$ cat src/rtl/except_collect_pkg.sv
// except_collect shared definitions: exception bit positions, size codes,
// pipeline entry bundle and the memory alignment helper.
package except_collect_pkg;

    localparam int EXC_W = 9;

    localparam int EXC_ADEP         = 0;
    localparam int EXC_INSTRINVALID = 1;
    localparam int EXC_OV           = 2;
    localparam int EXC_SYSCALL      = 3;
    localparam int EXC_BREAK        = 4;
    localparam int EXC_ADES         = 5;
    localparam int EXC_ADEL         = 6;
    localparam int EXC_ERET         = 7;
    localparam int EXC_RSVD         = 8;

    localparam logic [1:0] SIZE_BYTE = 2'd0;
    localparam logic [1:0] SIZE_HALF = 2'd1;
    localparam logic [1:0] SIZE_WORD = 2'd2;

    localparam logic [31:0] ZEROWORD = 32'h0000_0000;

    typedef struct packed {
        logic             valid;
        logic [31:0]      pc;
        logic             ds;
        logic [EXC_W-1:0] exc;
    } exc_entry_t;

    function automatic logic misaligned(input logic [1:0] size,
                                        input logic [1:0] addr);
        logic m;
        m = 1'b0;
        case (size)
            SIZE_HALF: m = addr[0];
            SIZE_WORD: m = (addr != 2'b00);
            default:   m = 1'b0;
        endcase
        return m;
    endfunction

endpackage

$ cat src/rtl/except_collect_if.sv
// except_collect pipeline-side bundle: fetch, stall/flush, decode,
// execute and memory inputs plus the M-stage exception outputs.
interface except_collect_if;

    logic [31:0] pc_f;
    logic        valid_f;
    logic        stall_d;
    logic        stall_e;
    logic        stall_m;
    logic        flush;
    logic        invalid_d;
    logic        syscall_d;
    logic        break_d;
    logic        eret_d;
    logic        branch_d;
    logic        ov_e;
    logic [31:0] mem_addr_m;
    logic        load_m;
    logic        store_m;
    logic [1:0]  size_m;
    logic [8:0]  ExceptTypeM;
    logic [31:0] ExceptAddr;
    logic        InDelaySlotM;
    logic [31:0] BadAddrM;
    logic        valid_m;

    modport master (
        output pc_f, valid_f, stall_d, stall_e, stall_m, flush,
        output invalid_d, syscall_d, break_d, eret_d, branch_d, ov_e,
        output mem_addr_m, load_m, store_m, size_m,
        input  ExceptTypeM, ExceptAddr, InDelaySlotM, BadAddrM, valid_m
    );

    modport slave (
        input  pc_f, valid_f, stall_d, stall_e, stall_m, flush,
        input  invalid_d, syscall_d, break_d, eret_d, branch_d, ov_e,
        input  mem_addr_m, load_m, store_m, size_m,
        output ExceptTypeM, ExceptAddr, InDelaySlotM, BadAddrM, valid_m
    );

endinterface

$ cat src/rtl/except_collect_exc_stage_reg.sv
// exc_stage_reg: one pipeline entry register with hold, bubble and flush.
// Flush beats hold, hold beats bubble, otherwise the entry is captured.
module exc_stage_reg
    import except_collect_pkg::*;
(
    input  logic       clock,
    input  logic       reset,
    input  logic       flush,
    input  logic       hold,
    input  logic       bubble,
    input  exc_entry_t d,
    output exc_entry_t q
);

    // entry register: flush/bubble insert an empty entry, hold keeps it
    always_ff @(posedge clock or negedge reset) begin
        if (!reset) begin
            q <= '0;
        end else if (flush) begin
            q <= '0;
        end else if (!hold) begin
            if (bubble) q <= '0;
            else        q <= d;
        end
    end

endmodule

$ cat src/rtl/except_collect.sv
// except_collect: gathers F/D/E/M exception bits into an M-stage code.
// Optional memory alignment checks are enabled by EXC_MEM_ALIGN_EN.
module except_collect
    import except_collect_pkg::*;
(
    input logic           clock,
    input logic           reset,
    except_collect_if.slave bus
);

    exc_entry_t       fd_d, fd_q;
    exc_entry_t       de_d, de_q;
    exc_entry_t       em_d, em_q;
    logic [EXC_W-1:0] dec_exc;
    logic [EXC_W-1:0] align_exc;
    logic [EXC_W-1:0] exc_m;
    logic             adel_m;
    logic             ades_m;
    logic [31:0]      bad_addr;

    // fetch entry: PC alignment fault, delay-slot flag from the D entry
    always_comb begin
        fd_d = '0;
        fd_d.valid = bus.valid_f;
        fd_d.pc = bus.pc_f;
        fd_d.ds = fd_q.valid & bus.branch_d;
        fd_d.exc[EXC_ADEP] = bus.valid_f & (bus.pc_f[1:0] != 2'b00);
    end

    // decode faults merge only into a live D entry
    always_comb begin
        dec_exc = '0;
        dec_exc[EXC_INSTRINVALID] = bus.invalid_d;
        dec_exc[EXC_SYSCALL] = bus.syscall_d;
        dec_exc[EXC_BREAK] = bus.break_d;
        dec_exc[EXC_ERET] = bus.eret_d;
        de_d = fd_q;
        if (fd_q.valid) de_d.exc = fd_q.exc | dec_exc;
    end

    // overflow merges only into a live E entry
    always_comb begin
        em_d = de_q;
        em_d.exc[EXC_OV] = de_q.exc[EXC_OV] | (de_q.valid & bus.ov_e);
    end

    exc_stage_reg u_fd (
        .clock  (clock),
        .reset  (reset),
        .flush  (bus.flush),
        .hold   (bus.stall_d),
        .bubble (1'b0),
        .d      (fd_d),
        .q      (fd_q)
    );

    exc_stage_reg u_de (
        .clock  (clock),
        .reset  (reset),
        .flush  (bus.flush),
        .hold   (bus.stall_e),
        .bubble (bus.stall_d),
        .d      (de_d),
        .q      (de_q)
    );

    exc_stage_reg u_em (
        .clock  (clock),
        .reset  (reset),
        .flush  (bus.flush),
        .hold   (bus.stall_m),
        .bubble (bus.stall_e),
        .d      (em_d),
        .q      (em_q)
    );

`ifdef EXC_MEM_ALIGN_EN
    logic mis_m;

    // data access alignment, evaluated against the current M access
    always_comb begin
        mis_m = misaligned(bus.size_m, bus.mem_addr_m[1:0]);
        adel_m = bus.load_m & mis_m;
        ades_m = bus.store_m & mis_m;
    end

    // faulting address: fetch PC wins over data address
    always_comb begin
        bad_addr = ZEROWORD;
        if (exc_m[EXC_ADEP]) bad_addr = em_q.pc;
        else if (exc_m[EXC_ADEL] | exc_m[EXC_ADES])
            bad_addr = bus.mem_addr_m;
    end
`else
    logic unused_mem;

    assign adel_m = 1'b0;
    assign ades_m = 1'b0;
    assign unused_mem = ^{bus.mem_addr_m, bus.size_m,
                          bus.load_m, bus.store_m};

    // faulting address: only fetch PC faults are reported
    always_comb begin
        bad_addr = ZEROWORD;
        if (exc_m[EXC_ADEP]) bad_addr = em_q.pc;
    end
`endif

    // M exception code: entry bits plus alignment, silent on bubbles
    always_comb begin
        align_exc = '0;
        align_exc[EXC_ADEL] = adel_m;
        align_exc[EXC_ADES] = ades_m;
        exc_m = '0;
        if (em_q.valid) exc_m = em_q.exc | align_exc;
        exc_m[EXC_RSVD] = 1'b0;
    end

    assign bus.ExceptTypeM  = exc_m;
    assign bus.ExceptAddr   = em_q.pc + 32'd8;
    assign bus.InDelaySlotM = em_q.ds;
    assign bus.BadAddrM     = bad_addr;
    assign bus.valid_m      = em_q.valid;

endmodule

$ cat src/flat_wrapper.sv
// flat-port wrapper written by rule: the top's interface ports become plain ports
module except_collect_flat import except_collect_pkg::*;
  (clock, reset, bus_pc_f, bus_valid_f, bus_stall_d, bus_stall_e, bus_stall_m, bus_flush, bus_invalid_d, bus_syscall_d, bus_break_d, bus_eret_d, bus_branch_d, bus_ov_e, bus_mem_addr_m, bus_load_m, bus_store_m, bus_size_m, bus_ExceptTypeM, bus_ExceptAddr, bus_InDelaySlotM, bus_BadAddrM, bus_valid_m);
  except_collect_if bus_i ();
  input logic clock;
  input logic reset;
  input wire logic [$bits(bus_i.pc_f)-1:0] bus_pc_f;
  input wire logic [$bits(bus_i.valid_f)-1:0] bus_valid_f;
  input wire logic [$bits(bus_i.stall_d)-1:0] bus_stall_d;
  input wire logic [$bits(bus_i.stall_e)-1:0] bus_stall_e;
  input wire logic [$bits(bus_i.stall_m)-1:0] bus_stall_m;
  input wire logic [$bits(bus_i.flush)-1:0] bus_flush;
  input wire logic [$bits(bus_i.invalid_d)-1:0] bus_invalid_d;
  input wire logic [$bits(bus_i.syscall_d)-1:0] bus_syscall_d;
  input wire logic [$bits(bus_i.break_d)-1:0] bus_break_d;
  input wire logic [$bits(bus_i.eret_d)-1:0] bus_eret_d;
  input wire logic [$bits(bus_i.branch_d)-1:0] bus_branch_d;
  input wire logic [$bits(bus_i.ov_e)-1:0] bus_ov_e;
  input wire logic [$bits(bus_i.mem_addr_m)-1:0] bus_mem_addr_m;
  input wire logic [$bits(bus_i.load_m)-1:0] bus_load_m;
  input wire logic [$bits(bus_i.store_m)-1:0] bus_store_m;
  input wire logic [$bits(bus_i.size_m)-1:0] bus_size_m;
  output wire logic [$bits(bus_i.ExceptTypeM)-1:0] bus_ExceptTypeM;
  output wire logic [$bits(bus_i.ExceptAddr)-1:0] bus_ExceptAddr;
  output wire logic [$bits(bus_i.InDelaySlotM)-1:0] bus_InDelaySlotM;
  output wire logic [$bits(bus_i.BadAddrM)-1:0] bus_BadAddrM;
  output wire logic [$bits(bus_i.valid_m)-1:0] bus_valid_m;
  assign bus_i.pc_f = bus_pc_f;
  assign bus_i.valid_f = bus_valid_f;
  assign bus_i.stall_d = bus_stall_d;
  assign bus_i.stall_e = bus_stall_e;
  assign bus_i.stall_m = bus_stall_m;
  assign bus_i.flush = bus_flush;
  assign bus_i.invalid_d = bus_invalid_d;
  assign bus_i.syscall_d = bus_syscall_d;
  assign bus_i.break_d = bus_break_d;
  assign bus_i.eret_d = bus_eret_d;
  assign bus_i.branch_d = bus_branch_d;
  assign bus_i.ov_e = bus_ov_e;
  assign bus_i.mem_addr_m = bus_mem_addr_m;
  assign bus_i.load_m = bus_load_m;
  assign bus_i.store_m = bus_store_m;
  assign bus_i.size_m = bus_size_m;
  assign bus_ExceptTypeM = bus_i.ExceptTypeM;
  assign bus_ExceptAddr = bus_i.ExceptAddr;
  assign bus_InDelaySlotM = bus_i.InDelaySlotM;
  assign bus_BadAddrM = bus_i.BadAddrM;
  assign bus_valid_m = bus_i.valid_m;
  except_collect u_core (.clock(clock), .reset(reset), .bus(bus_i));
endmodule
$ cat config.mk
export PLATFORM = sky130hd
export DESIGN_NAME = except_collect_flat
export DESIGN_NICKNAME = d
export VERILOG_FILES = /design/src/rtl/except_collect_pkg.sv /design/src/rtl/except_collect_if.sv /design/src/rtl/except_collect_exc_stage_reg.sv /design/src/rtl/except_collect.sv /design/src/flat_wrapper.sv
export SDC_FILE = /design/constraint.sdc
export NUM_CORES = 1
export LEC_CHECK = 0
export ABC_AREA = 1
export ABC_CLOCK_PERIOD_IN_PS = 1800
export BUFFER_PORTS_ARGS = -buffer_cell sky130_fd_sc_hd__buf_2
export CORE_MARGIN = 2
export CORE_UTILIZATION = 57
export CTS_CLUSTER_DIAMETER = 100
export CTS_CLUSTER_SIZE = 20
export DETAILED_ROUTE_END_ITERATION = 6
export GPL_TIMING_DRIVEN = 0
export PLACE_DENSITY = 0.94
export SYNTH_ARGS = -nofsm -noshare
export SYNTH_HDL_FRONTEND = slang
export SYNTH_HIERARCHICAL = 1
export SYNTH_SLANG_ARGS = --single-unit
$ cat constraint.sdc
create_clock -name clock -period 1.8 [get_ports clock]
set_clock_uncertainty 0.15 [all_clocks]
set_input_delay 0.09 -clock clock [delete_from_list [all_inputs] [get_ports clock]]
set_output_delay 0.09 -clock clock [all_outputs]
set_load 0.01 [all_outputs]
==> flow_summary_export.csv <==
group,metric,value,unit
floorplanning,die_y,122.5,um
cts,htree_levels,4,
setup_path,cp.arrival,1.98,ns
detailed_routing,post-route-drc-count,28,
detailed_routing,drt_wl_total,24350,um
layout,drive_gt1_frac,0.3351,
setup_path,r2r-start,"u_core/u_de/q[37]$_DFFE_PN0P_",
sta,maxSlewHeadroom,0.6372,
sta,final_hold_viol_count,0,
cts,clock-sinks,126,
logic_synthesis,syn_inst,1068,
floorplanning,die_x,122.5,um
layout,fin_area,10500,um^2
detailed_routing,vias,7938,
floorplanning,design.die.area,15000,um^2
placement,dp.cells,1374,
cts,cts-root-buf,"clkbuf_16",
detailed_routing,drt-initial-drc-count,933,
logic_synthesis,syn-cell-area,7999,um^2
setup_path,end_kind,"output port",
power,irDropWorstVdd,0.0006739,V
setup_path,crit_slowest_cell,"dfrtp_1",
run_status,failed_checks,"DRC, setup timing",
sta,fin_setup_tns,-5.916,ns
power,power.leakage,5.592,nW
layout,final_nets,1385,
sta,worst_slew_pin_slew,0.5441,ns
global_route,grt_remaining_overflow,0,
sta,rsz0062_at_grt,"yes",
setup_path,path_cells,"nand2_1, nor2_2, nand2_1, nor2_4, xor2_1, buf_2",
detailed_routing,drt_first_pass_iters,7,
layout,synthToLayoutAreaGrowth,31.30,%
setup_path,slowest_delay,0.48,ns
detailed_routing,vias_per_cell,5.313,
floorplanning,core,13770,um^2
placement,place_ws,0.07716,ns
hold_path,holdCritPathClass,"in -> reg",
placement,dp.final_hpwl,13280,um
cts,cts_buffer_depth,2,
hold_path,hold_path_startpoint,"bus_flush",
layout,finish.utilization,0.7625,
setup_path,worst-path-max-fanout,4,
global_route,grt_pass1_wl,37250,um
floorplanning,rows,43,
floorplanning,io_pins,156,
layout,final_cells,1494,
global_route,track_usage,0.3177,
setup_path,worstSetupPathType,"reg -> out",
sta,fmax,0.4512,GHz
placement,numPortBuffers,117,
cts,tritoncts,"yes",
placement,placed_area,8874,um^2
layout,register_area,3174,um^2
flow_run,maxCapViolations,0,
layout,multiInputGateArea,3809,um^2
sta,fin_crit_sh,1.231,
logic_synthesis,yosysWarnings,6,
setup_path,critPathLaunchType,"flop",
placement,routabilityCongestion,0.9409,
floorplanning,start_util,0.5808,
setup_path,worstSetupStartpoint,"u_core/u_em/q[21]$_DFFE_PN0P_",
detailed_routing,ant_nets,0,
run_status,status,"finished, violations left",
global_route,grt_max_degree,107,
cts,cts_buffers,17,
logic_synthesis,synth.avg_cell_area,7.490,um^2
sta,setup_viol,26,
setup_path,crit_path_frequent_cell,"nand2_1",
cts,clk_pin_slew,0.06,ns
power,power.density,671.0,nW/um^2
layout,fillers,847,
setup_path,worstPathRequired,1.56,ns
global_route,antenna_found_initial,1,
cts,clk_latency,0.42,ns
sta,min_period,2.216,ns
detailed_routing,drt-wirelength-per-cell,16.30,um
global_route,first_global_vias,7583,
sta,slew_violations,0,
sta,setup_ws,-0.4161,ns
-- power by group --
part           total [W]  internal (W)  switching, W  leakage, nW
combinational   0.000719      0.000286      0.000432         3.59
sequential       0.00293       0.00288     0.0000444         1.72
clock            0.00340       0.00215       0.00125        0.283
-- state kept, by name, summed over array words and instances (netlist names) --
name,cells
u_core/u_em/q,42
u_core/u_fd/q,42
u_core/u_de/q,42
-- cell usage in the layout (no fill, tap or decap), drive strengths merged --
cell and instances:
o21ai 1, nand2 341, buf 222, ha 1, clkbuf 25, and2 2
diode 1, nand3 139, conb 9, bufinv 2, xor2 15, o21a 1
inv 178, nor2 199, a21o 5, clkinvlp 1, clkinv 4, dlygate4sd3 42
dfrtp 126
-- per-stage QoR --
stage,total power (W),hold slack [ns]
final,0.007048,0.05310
after global routing,0.007242,0.06521
after CTS,0.006978,0.02097
after detailed placement,0.003584,-0.2008
after global placement,0.003553,0.2316
after floorplan,0.003378,-0.3556
-- final timing paths --
path | cells past startpoint | endpoint | slack, ns
max | 6 | bus_ExceptAddr[16] | -0.42
min | 4 | u_core/u_fd/q[37]$_DFFE_PN0P_ | 0.05
max reg2reg | 5 | u_core/u_em/q[37]$_DFFE_PN0P_ | 0.33
min reg2reg | 2 | u_core/u_fd/q[36]$_DFFE_PN0P_ | 0.36
max in group asynchronous | 4 | u_core/u_em/q[30]$_DFFE_PN0P_ | 0.19
min in group asynchronous | 3 | u_core/u_fd/q[7]$_DFFE_PN0P_ | 0.51
-- worst max-delay path: cells and delay by family, from the launching register on --
family        cells  cell delay (ns)
buf+inv           1             0.15
xor+xnor          1             0.19
simple gates      4             0.73
flops             1             0.48
-- layer usage --
layer,vias to the layer above,wire [um],share of wire,track usage
li1,3621,-,-,-
met1,3675,9043,0.37,0.3651
met2,498,12350,0.51,0.5646
met3,144,1713,0.070,0.05576
met4,0,1240,0.051,0.1652
met5,-,0,0,0
-- what timing repair did --
item / in CTS / in global routing
pin swaps: 20 / 18
gates resized for setup: 50 / 41
hold buffers: 42 / 1
endpoints found under the hold margin: 171 / 20
buffers inserted: 35 / 14
endpoints found under the setup margin: 55 / 61
-- layout make-up --
class,instances,area share
sequential,126,0.3022
buffer,59,0.05754
multi-input combinational,713,0.3626
timing repair buffer,208,0.1376
clock inverter,7,0.008339
antenna,1,0.0002383
clock buffer,22,0.04610
tap,180,0.02144
inverter,178,0.06385
No activity file was read; power rests on OpenSTA's default activity.
